--- src/rtl/pulse_event_counter_pkg.sv ---
// Shared constants and helpers for the pulse event counter slice.
package pulse_event_counter_pkg;

    localparam int unsigned DEFAULT_CNT_WIDTH = 16;

    function automatic logic is_rising(input logic level, input logic level_d);
        return level & ~level_d;
    endfunction

endpackage

--- src/rtl/pulse_edge_detect.sv ---
// Rising-edge detector for a level that is already in the CLK domain.
// EDGE_OUT is combinational from one flop so a consumer can act on the same edge.
module pulse_edge_detect
    import pulse_event_counter_pkg::*;
(
    input  logic CLK,
    input  logic RST,
    input  logic LEVEL_IN,
    output logic EDGE_OUT
);

    logic pulse_d;

    always_ff @(posedge CLK or posedge RST) begin
        if (RST) begin
            pulse_d <= 1'b0;
        end else begin
            pulse_d <= LEVEL_IN;
        end
    end

    assign EDGE_OUT = is_rising(LEVEL_IN, pulse_d);

endmodule

--- src/rtl/pulse_event_counter.sv ---
// Saturating event counter with sticky overflow and a four-phase snapshot port.
// The registered EVENT strobe lives here so it updates on the same edge as COUNT.
module pulse_event_counter
    import pulse_event_counter_pkg::*;
#(
    parameter int unsigned CNT_WIDTH     = DEFAULT_CNT_WIDTH,
    parameter logic        CLEAR_ON_SNAP = 1'b0
) (
    input  logic                 CLK,
    input  logic                 RST,
    input  logic                 PULSE_IN,
    input  logic                 CLEAR,
    input  logic                 SNAP_REQ,
    output logic                 SNAP_ACK,
    output logic [CNT_WIDTH-1:0] SNAP_COUNT,
    output logic [CNT_WIDTH-1:0] COUNT,
    output logic                 OVERFLOW,
    output logic                 EVENT
);

    localparam logic [0:0] IDLE = 1'b0;
    localparam logic [0:0] ACK  = 1'b1;

    localparam logic [CNT_WIDTH-1:0] COUNT_MAX = '1;

    logic [0:0]           state;
    logic [0:0]           state_next;
    logic                 pulse_edge;
    logic                 snap_take;
    logic                 restart;
    logic [CNT_WIDTH-1:0] count_next;
    logic [CNT_WIDTH-1:0] snap_next;
    logic                 overflow_next;

    pulse_edge_detect u_edge (
        .CLK      (CLK),
        .RST      (RST),
        .LEVEL_IN (PULSE_IN),
        .EDGE_OUT (pulse_edge)
    );

    always_comb begin
        snap_take     = (state == IDLE) && SNAP_REQ;
        restart       = CLEAR || (CLEAR_ON_SNAP && snap_take);
        count_next    = COUNT;
        overflow_next = OVERFLOW;
        if (restart) begin
            count_next    = '0;
            count_next[0] = pulse_edge;
            overflow_next = 1'b0;
        end else if (pulse_edge) begin
            if (COUNT == COUNT_MAX) begin
                overflow_next = 1'b1;
            end else begin
                count_next = COUNT + 1'b1;
            end
        end
        // In clear-on-snap mode a concurrent edge opens the next window, so the
        // capture takes the pre-edge count; otherwise it takes the next count.
        snap_next = CLEAR_ON_SNAP ? COUNT : count_next;
    end

    always_comb begin
        state_next = state;
        case (state)
            IDLE:    if (SNAP_REQ)  state_next = ACK;
            ACK:     if (!SNAP_REQ) state_next = IDLE;
            default: state_next = IDLE;
        endcase
    end

    always_ff @(posedge CLK or posedge RST) begin
        if (RST) begin
            state      <= IDLE;
            EVENT      <= 1'b0;
            COUNT      <= '0;
            OVERFLOW   <= 1'b0;
            SNAP_COUNT <= '0;
        end else begin
            state    <= state_next;
            EVENT    <= pulse_edge;
            COUNT    <= count_next;
            OVERFLOW <= overflow_next;
            if (snap_take) begin
                SNAP_COUNT <= snap_next;
            end
        end
    end

    assign SNAP_ACK = (state == ACK);

endmodule

--- config.mk ---
export PLATFORM = sky130hd
export DESIGN_NAME = pulse_event_counter
export DESIGN_NICKNAME = d
export VERILOG_FILES = /design/src/rtl/pulse_event_counter_pkg.sv /design/src/rtl/pulse_edge_detect.sv /design/src/rtl/pulse_event_counter.sv
export SDC_FILE = /design/constraint.sdc
export NUM_CORES = 1
export LEC_CHECK = 0
export BUFFER_PORTS_ARGS = -buffer_cell sky130_fd_sc_hd__buf_2
export CAP_MARGIN = 20
export CORE_MARGIN = 8
export CORE_UTILIZATION = 58
export CTS_CLUSTER_DIAMETER = 80
export DETAILED_ROUTE_END_ITERATION = 6
export PLACE_DENSITY = 0.84
export SLEW_MARGIN = 25
export SYNTH_ARGS = -nofsm -noshare
export SYNTH_HDL_FRONTEND = slang
export SYNTH_SLANG_ARGS = --single-unit
export TNS_END_PERCENT = 20
--- constraint.sdc ---
create_clock -name CLK -period 5.9 [get_ports CLK]
set_input_delay 0.295 -clock CLK [delete_from_list [all_inputs] [get_ports CLK]]
set_output_delay 0.295 -clock CLK [all_outputs]
set_load 0.01 [all_outputs]
### Word level (Yosys, flattened, before mapping)

Cells that the tools add are included.

* input port bits: 5
* bits in registers: 36
* output and inout port bits: 35

* bitwise gates (word level): 3
* reduce and logical (&&, ||, !) cells: 4
* multiplexer cells: 7
* equality and inequality tests: 1
* $add $sub $neg: 1

Operators with widths (count)
* $mux W16: 3
* $add A16 B1 Y16 const B: 1
* $eq A16 B16 Y1 const B: 1
* $mux W1: 4
* $reduce_bool A2 Y1: 2
* $not A1 Y1: 2
* $reduce_and A2 Y1: 1
* $and A1 B1 Y1: 1
* $logic_and A1 B1 Y1: 1

### Depth between registers and ports, before layout

Gate-level depths: netlist of the first run.

* word-level depth: 4
* gate-level depth with buffers: 6
* depth with buffers taken out: 5

### Hierarchy

A second synthesis of the first run with hierarchy kept.

* cells, all modules: 191
* area total of the unflattened synthesis: 1850.5 sq um

By module, submodules not included
* pulse_event_counter: area an instance 1808.0 sq um, cells each 188, instances 1, sequential area each 875.8 sq um
* pulse_edge_detect: area an instance 42.5 sq um, cells each 3, instances 1, sequential area each 25.0 sq um

### Worst setup path before layout of the first run

Ideal clock, no wire load.

* path kind: reg2reg
* from: reg COUNT[4]
* to: reg COUNT[15]
* required time: 5.818 ns
* data arrival time: 1.886 ns
* clock period less this slack: 1.968 ns
* setup time: 0.082 ns
* stages on the path, launching flop included: 7
* setup slack: 3.932 ns
* cell sequence: dfrtp_1 > buf_2 > nand4_2 > buf_2 > or3_4 > or4_1 > a31oi_1

* word-level cells in the longest chain between the ends: 4
* elaborated cells between the ends (all ways): 5
* those cells by class: add/sub (1); eq/ne (1); mux (3)

Ends and longest elaborated chain
* from (decl): RTL line pulse_event_counter.sv:16 `output logic [CNT_WIDTH-1:0] COUNT,`
* from (signal assigned): RTL line pulse_event_counter.sv:82 `COUNT <= count_next;`
* $add A16 B1 Y16 / $eq A16 B16 Y1 (equally long branches): RTL line pulse_event_counter.sv:55, pulse_event_counter.sv:52
* $mux W16 *: RTL line pulse_event_counter.sv:52 `if (COUNT == COUNT_MAX) begin`
* $mux W16 *: RTL line pulse_event_counter.sv:51 `end else if (pulse_edge) begin`
* $mux W16 *: RTL line pulse_event_counter.sv:47 `if (restart) begin`
* net count_next[15]: RTL line pulse_event_counter.sv:31 `logic [CNT_WIDTH-1:0] count_next;`

Mark *: on every way through the listed nets, which the timed path passes. The rest lies on a longest branch.
A chain may end at the register's enable or synchronous reset.

### Final worst setup path of the first run

* from: reg u_edge.pulse_d
* to: reg COUNT[5]

* word-level cells in the longest chain between the ends: 4

Ends and longest elaborated chain
* from (decl): RTL line pulse_edge_detect.sv:12 `logic pulse_d;`
* from (signal assigned): RTL line pulse_edge_detect.sv:16 `pulse_d <= 1'b0;`
* from (signal assigned): RTL line pulse_edge_detect.sv:18 `pulse_d <= LEVEL_IN;`
* $not A1 Y1: RTL line pulse_event_counter_pkg.sv:7 `return level & ~level_d;`
* $and A1 B1 Y1: RTL line pulse_event_counter_pkg.sv:7
* net pulse_edge: RTL line pulse_event_counter.sv:28 `logic pulse_edge;`
* $mux W16: RTL line pulse_event_counter.sv:51
* $mux W16: RTL line pulse_event_counter.sv:47
* net count_next[5]: RTL line pulse_event_counter.sv:31

The timed path passes the listed nets, and every way through them passes these cells.

==> results of run 1 <==
path summary, 6_finish.rpt:
kind / from / endpoint / slack (ns) / cells after the start
setup / recovery: u_edge.pulse_d / COUNT[5] / 3.46 / 5
min in group CLK: SNAP_REQ / SNAP_ACK / 0.09 / 1
setup reg to reg: u_edge.pulse_d / COUNT[5] / 3.46 / 5
max in group asynchronous: RST / SNAP_COUNT[8] / 5.54 / 3
hold reg to reg: SNAP_COUNT[14] / SNAP_COUNT[14] / 0.49 / 2
hold / removal: RST / SNAP_COUNT[3] / 0.04 / 3
state kept, by name (all words and copies together), names as in the netlist:
| signal | count |
|---|---|
| COUNT | 16 |
| EVENT | 1 |
| OVERFLOW | 1 |
| SNAP_ACK | 1 |
| SNAP_COUNT | 16 |
| u_edge.pulse_d | 1 |
layout by cell type, fill, tap and decap left out, types with 2 or more instances in the layout:
master,count
o311a_1,3
a21oi_1,10
o41ai_1,2
buf_2,39
nor2_1,9
a31oi_1,3
clkbuf_4,5
o21ai_0,7
or4_1,10
nand4b_1,2
nor4_1,3
a221o_1,4
nand2b_1,2
clkbuf_1,2
and2_1,2
inv_1,6
or3_1,3
nor4_2,2
nand4_1,8
a32oi_1,2
o211ai_1,4
buf_4,3
mux2i_1,4
dfrtp_1,36
nand2_1,19
nor3_1,10
nor3b_1,2
nand3_1,14
o31ai_1,8
kinds of logic after synthesis:
family,count (synthesis),synth area share (%)
adder cells (fa/ha/maj),1,0.641
multiplexers,5,2.63
AO/OA/AOI/OAI,49,17.8
buffers and inverters,23,4.81
flip-flops,36,46.2
AND/OR/NAND/NOR,93,28.0
stage by stage:
stage | util, % | hold WS, ns | power [mW] | setup WS [ns]
after floorplan | - | 0.326 | 0.278 | 3.93
after global placement | 65.9 | 0.420 | 0.289 | 3.60
after detailed placement | 65.9 | 0.417 | 0.290 | 3.53
after CTS | 67.7 | 0.0441 | 0.425 | 3.49
after global routing | 67.7 | 0.0649 | 0.439 | 3.30
final | 67.7 | 0.0392 | 0.422 | 3.46
area by class of cell:
type                    instances  area (sq um)
multi-input cells             148           963
clock buffers                   8          58.8
well taps                      46          57.6
flip-flops and latches         36           901
fillers                       296          1060
repair buffers                 42           218
inverters                       7          26.3
critical path: stages, from the launching register on:
cell and delay (ns):
dfrtp_1 0.40, nand2b_1 0.20, inv_2 0.14, nand4_1 0.70, or4_1 0.76, a21oi_1 0.17
Yosys cell counts (3+ instances only):
| cell type | n | area, sq um |
|---|---|---|
| nand2_1 | 19 | 71.3 |
| buf_2 | 6 | 30.0 |
| o21ai_0 | 7 | 35.0 |
| nor4_1 | 4 | 25.0 |
| inv_1 | 6 | 22.5 |
| mux2i_1 | 4 | 40.0 |
| or4_1 | 10 | 75.1 |
| or3_1 | 3 | 18.8 |
| a221o_1 | 4 | 40.0 |
| clkbuf_1 | 10 | 37.5 |
| o311a_1 | 3 | 30.0 |
| nand4_1 | 8 | 50.1 |
| nand3_1 | 14 | 70.1 |
| o211ai_1 | 4 | 30.0 |
| nor3_1 | 10 | 50.1 |
| dfrtp_1 | 36 | 901 |
| a21oi_1 | 10 | 50.1 |
| nor2_1 | 9 | 33.8 |
| o31ai_1 | 8 | 60.1 |
| a31oi_1 | 3 | 18.8 |
layer usage:
metal  part of all wire (%)  global-route usage (%)  routed length (um)
met3                    5.8                    4.58                 275
met5                      0                       0                   0
met2                     49                    30.3                2330
met4                    1.7                    5.10                  80
met1                     44                    22.9                2090
power breakdown:
| part | switching, mW | total [mW] | internal, mW |
|---|---|---|---|
| clock | 0.0782 | 0.137 | 0.0588 |
| sequential | 0.00346 | 0.254 | 0.251 |
| combinational | 0.0213 | 0.0306 | 0.00929 |
==> reports/metrics.csv, run 1 <==
metric;value;unit
power_leakage;1.00;nW
avgSynthCellArea;9.43;sq um
arrival;2.71;ns
ys.warnings.count;0;
grt_pass1_vias;1666;
worstMarginPinSlew;0.874;ns
ys.flop_type;dfrtp_1;
antenna_found_initial;0;
drt_first_pass_iters;4;
portBuffers;39;
final_cell_area;0.00222;sq mm
die_y;74.0;um
fin_crit;2.44;ns
post_cts_buffers;0;
required;6.17;ns
drc;0;
synth_edf_count;0;
die_w;74.0;um
std_cell_rows;21;
finalSetupTns;0;ns
max-slew-margin-rel;41.6;%
fmax;0.410;GHz
place_area;0.00217;sq mm
start_util;59.4;%
crit_fanout;24;
hpwl;3.31;mm
cts_max_level;2;
finalNonFillerCells;287;
synth-seq-area-share;46.2;%
synthArstFlopShare;100;%
finalSetupViolCount;0;
cts_hold_buf;0;
vias_per_cell;6.26;
cp-end-kind;flip-flop;
root_buffer;clkbuf_4;
fp.coreArea;0.00328;sq mm
post-route-period-util;41.4;%
path_clk_slew;0.10;ns
clk_latency;0.34;ns
routed_wl;4.78;mm
clockBufferDepth;2;
grt_usage;18.3;%
synth_cell_type_count;43;
drive_above_1_share;22.8;%
ant_nets;0;
cts_tree;yes;
syn-num-nets;213;
grt_max_degree;37;
globalplace.congestion;0.851;
die_area;0.00548;sq mm
maxCapViolations;0;
ys_ff_latch;36;
rsz0062_at_grt;no;
dp_cells;279;
outcome;completed;
diodes;0;
cts_resized;0;
drv_slew;0;
criticalPathCategory;reg2reg;
wl_per_cell;16.6;um
drtIter0Drc;145;
cts_buffers;5;
min_path_type;in2async;
finalClockSkew;0.00641;ns
via_count;1796;
num_io_pins;40;
grt_pass1_wl;7.94;mm
hold_violations;0;
syn2layout_area_growth;14.0;%
nets;246;
start_kind;flip-flop;
syn_inst;207;
peakVddDrop;167;uV
grt.overflow.total;0;
power.density;190;mW/mm^2
clock_sinks;36;
synth_area;0.00195;sq mm
Note: power is estimated with default switching activity, not from simulation.
==> run 2: changes to the inputs <==
--- a/config.mk
+++ b/config.mk
@@ -8,10 +8,10 @@
 export BUFFER_PORTS_ARGS = -buffer_cell sky130_fd_sc_hd__buf_2
 export CAP_MARGIN = 20
 export CORE_MARGIN = 8
-export CORE_UTILIZATION = 58
+export CORE_UTILIZATION = 54
 export CTS_CLUSTER_DIAMETER = 80
 export DETAILED_ROUTE_END_ITERATION = 6
-export PLACE_DENSITY = 0.84
+export PLACE_DENSITY = 0.79
 export SLEW_MARGIN = 25
 export SYNTH_ARGS = -nofsm -noshare
 export SYNTH_HDL_FRONTEND = slang
==> constraint.sdc (replaced) <==
create_clock -name CLK -period 2.5 [get_ports CLK]
set_input_delay 0.125 -clock CLK [delete_from_list [all_inputs] [get_ports CLK]]
set_output_delay 0.125 -clock CLK [all_outputs]
set_load 0.01 [all_outputs]
==> run 2 against run 1 <==
Compared with the run above: clock skew increased by 0.0045 ns; first-iteration DRC count decreased by 3.4%; fmax increased by 12%; cell count increased by 3.8%; via count increased by 3.8%; worst hold slack improved by 0.14 ns; combinational power increased to 2.5 times the previous value; critical endpoint is now SNAP_COUNT[0]; highest routed layer unchanged.
==> reports/metrics.csv, run 2 (synthesized netlist as in run 1, its figures left out) <==
metric;value;unit
dp_cells;287;
hold_slack;0.181;ns
outcome;completed;
peakVddDrop;355;uV
cp-end-kind;flip-flop;
syn2layout_area_growth;18.8;%
finalSetupTns;0;ns
final_cell_mix;buf_2 (39), dfrtp_1 (36), nand2_1 (19);
clockBufferDepth;2;
hold_violations;0;
power_leakage;1.06;nW
path_buf_inv;0;
drt_first_pass_iters;4;
fmax;0.460;GHz
path_clk_slew;0.11;ns
drtIter0Drc;140;
clock_sinks;36;
std_cell_rows;22;
finalNonFillerCells;298;
power_switching;257;uW
max-slew-margin-rel;42.2;%
clk_latency;0.35;ns
p_comb_share;7.1;%
cts_buffers;5;
die_y;76.1;um
die_area;0.00579;sq mm
r2r_slack;0.33;ns
drc;0;
final_common_cell;buf_2;
num_io_pins;40;
largest_registers;COUNT: 16 flops, SNAP_COUNT: 16 flops;
path_cells;nand4_2 -> or4_1 -> a2111oi_0 -> a211o_1;
vias_per_cell;6.26;
cts_max_level;2;
fp.coreArea;0.00358;sq mm
antenna_found_initial;0;
crit_start;COUNT[4];
routed_wl;5.02;mm
drive_above_1_share;24.8;%
grt_pass1_wl;8.54;mm
p_int;827;uW
portBuffers;39;
grt_usage;17.6;%
worstMarginPinSlew;0.867;ns
diodes;0;
grt_pass1_vias;1768;
p_sw_share;23.7;%
post-route-period-util;86.9;%
finalClockSkew;0.0109;ns
grt_max_degree;26;
root_buffer;clkbuf_4;
cpLargestDelayFamily;simple AND/OR/NAND/NOR gates;
rsz0062_at_grt;no;
drv_slew;0;
required;2.79;ns
crit_slowest_cell;or4_1;
die_w;76.1;um
criticalPathCategory;reg2reg;
power_frac_seq;55.4;%
start_kind;flip-flop;
maxCapViolations;0;
final_cell_area;0.00232;sq mm
worst_slack;0.328;ns
crit_fanout;13;
arrival;2.46;ns
grt.overflow.total;0;
start_util;54.5;%
p_clk_share;37.5;%
globalplace.congestion;0.858;
fin_crit;2.17;ns
ant_nets;0;
min_path_type;in2async;
power.density;467;mW/mm^2
max_stage_delay;0.66;ns
final_core_util;64.8;%
hpwl;3.50;mm
reg2reg_from;COUNT[4];
place_area;0.00221;sq mm
via_count;1864;
wl_per_cell;16.8;um
preCtsSetupSlack;0.375;ns
post_cts_buffers;0;
finalSetupViolCount;0;
nets;255;
cts_tree;yes;
finalPower;1.08;mW
## run 2: power by group through the flow
stage | sequential, mW | combinational (mW) | clock (mW)
floorplan | 0.615 | 0.0407 | 0
finish | 0.600 | 0.0774 | 0.406
detailed placement | 0.612 | 0.0755 | 0
global placement | 0.612 | 0.0749 | 0
global route | 0.602 | 0.0864 | 0.440
CTS | 0.601 | 0.0790 | 0.414
## run 2: timing repair
action,4_1_cts,5_1_grt
endpoints found under the hold margin,38,0
gates resized for setup,0,0
hold buffers,3,0
## run 2: path summary, 6_finish.rpt
kind | cells past startpoint | endpoint
max | 4 | SNAP_COUNT[0]
min | 3 | SNAP_COUNT[14]
max reg2reg | 4 | SNAP_COUNT[0]
min reg2reg | 2 | SNAP_COUNT[14]
max in group asynchronous | 4 | COUNT[11]
min in group CLK | 2 | OVERFLOW
## run 2: area by class of cell
class                   instances  area (sq um)
fillers                       310          1260
multi-input cells             148           963
flip-flops and latches         36           901
repair buffers                 51           293
well taps                      48          60.1
clock buffers                   6          41.3
clock inverters                 2          35.0
inverters                       7          26.3
## run 2: worst min-delay path, stage by stage
cell and delay (ns):
dlygate4sd3_1 0.53, buf_2 0.12, inv_1 0.11
## run 2: metal layers
layer	GRT usage, %	wire (um)	up-vias
met3	6.01	321	5
li1	-	-	890
met1	21.8	2210	901
met2	27.9	2440	68
met5	0	0	-
met4	5.58	53	0
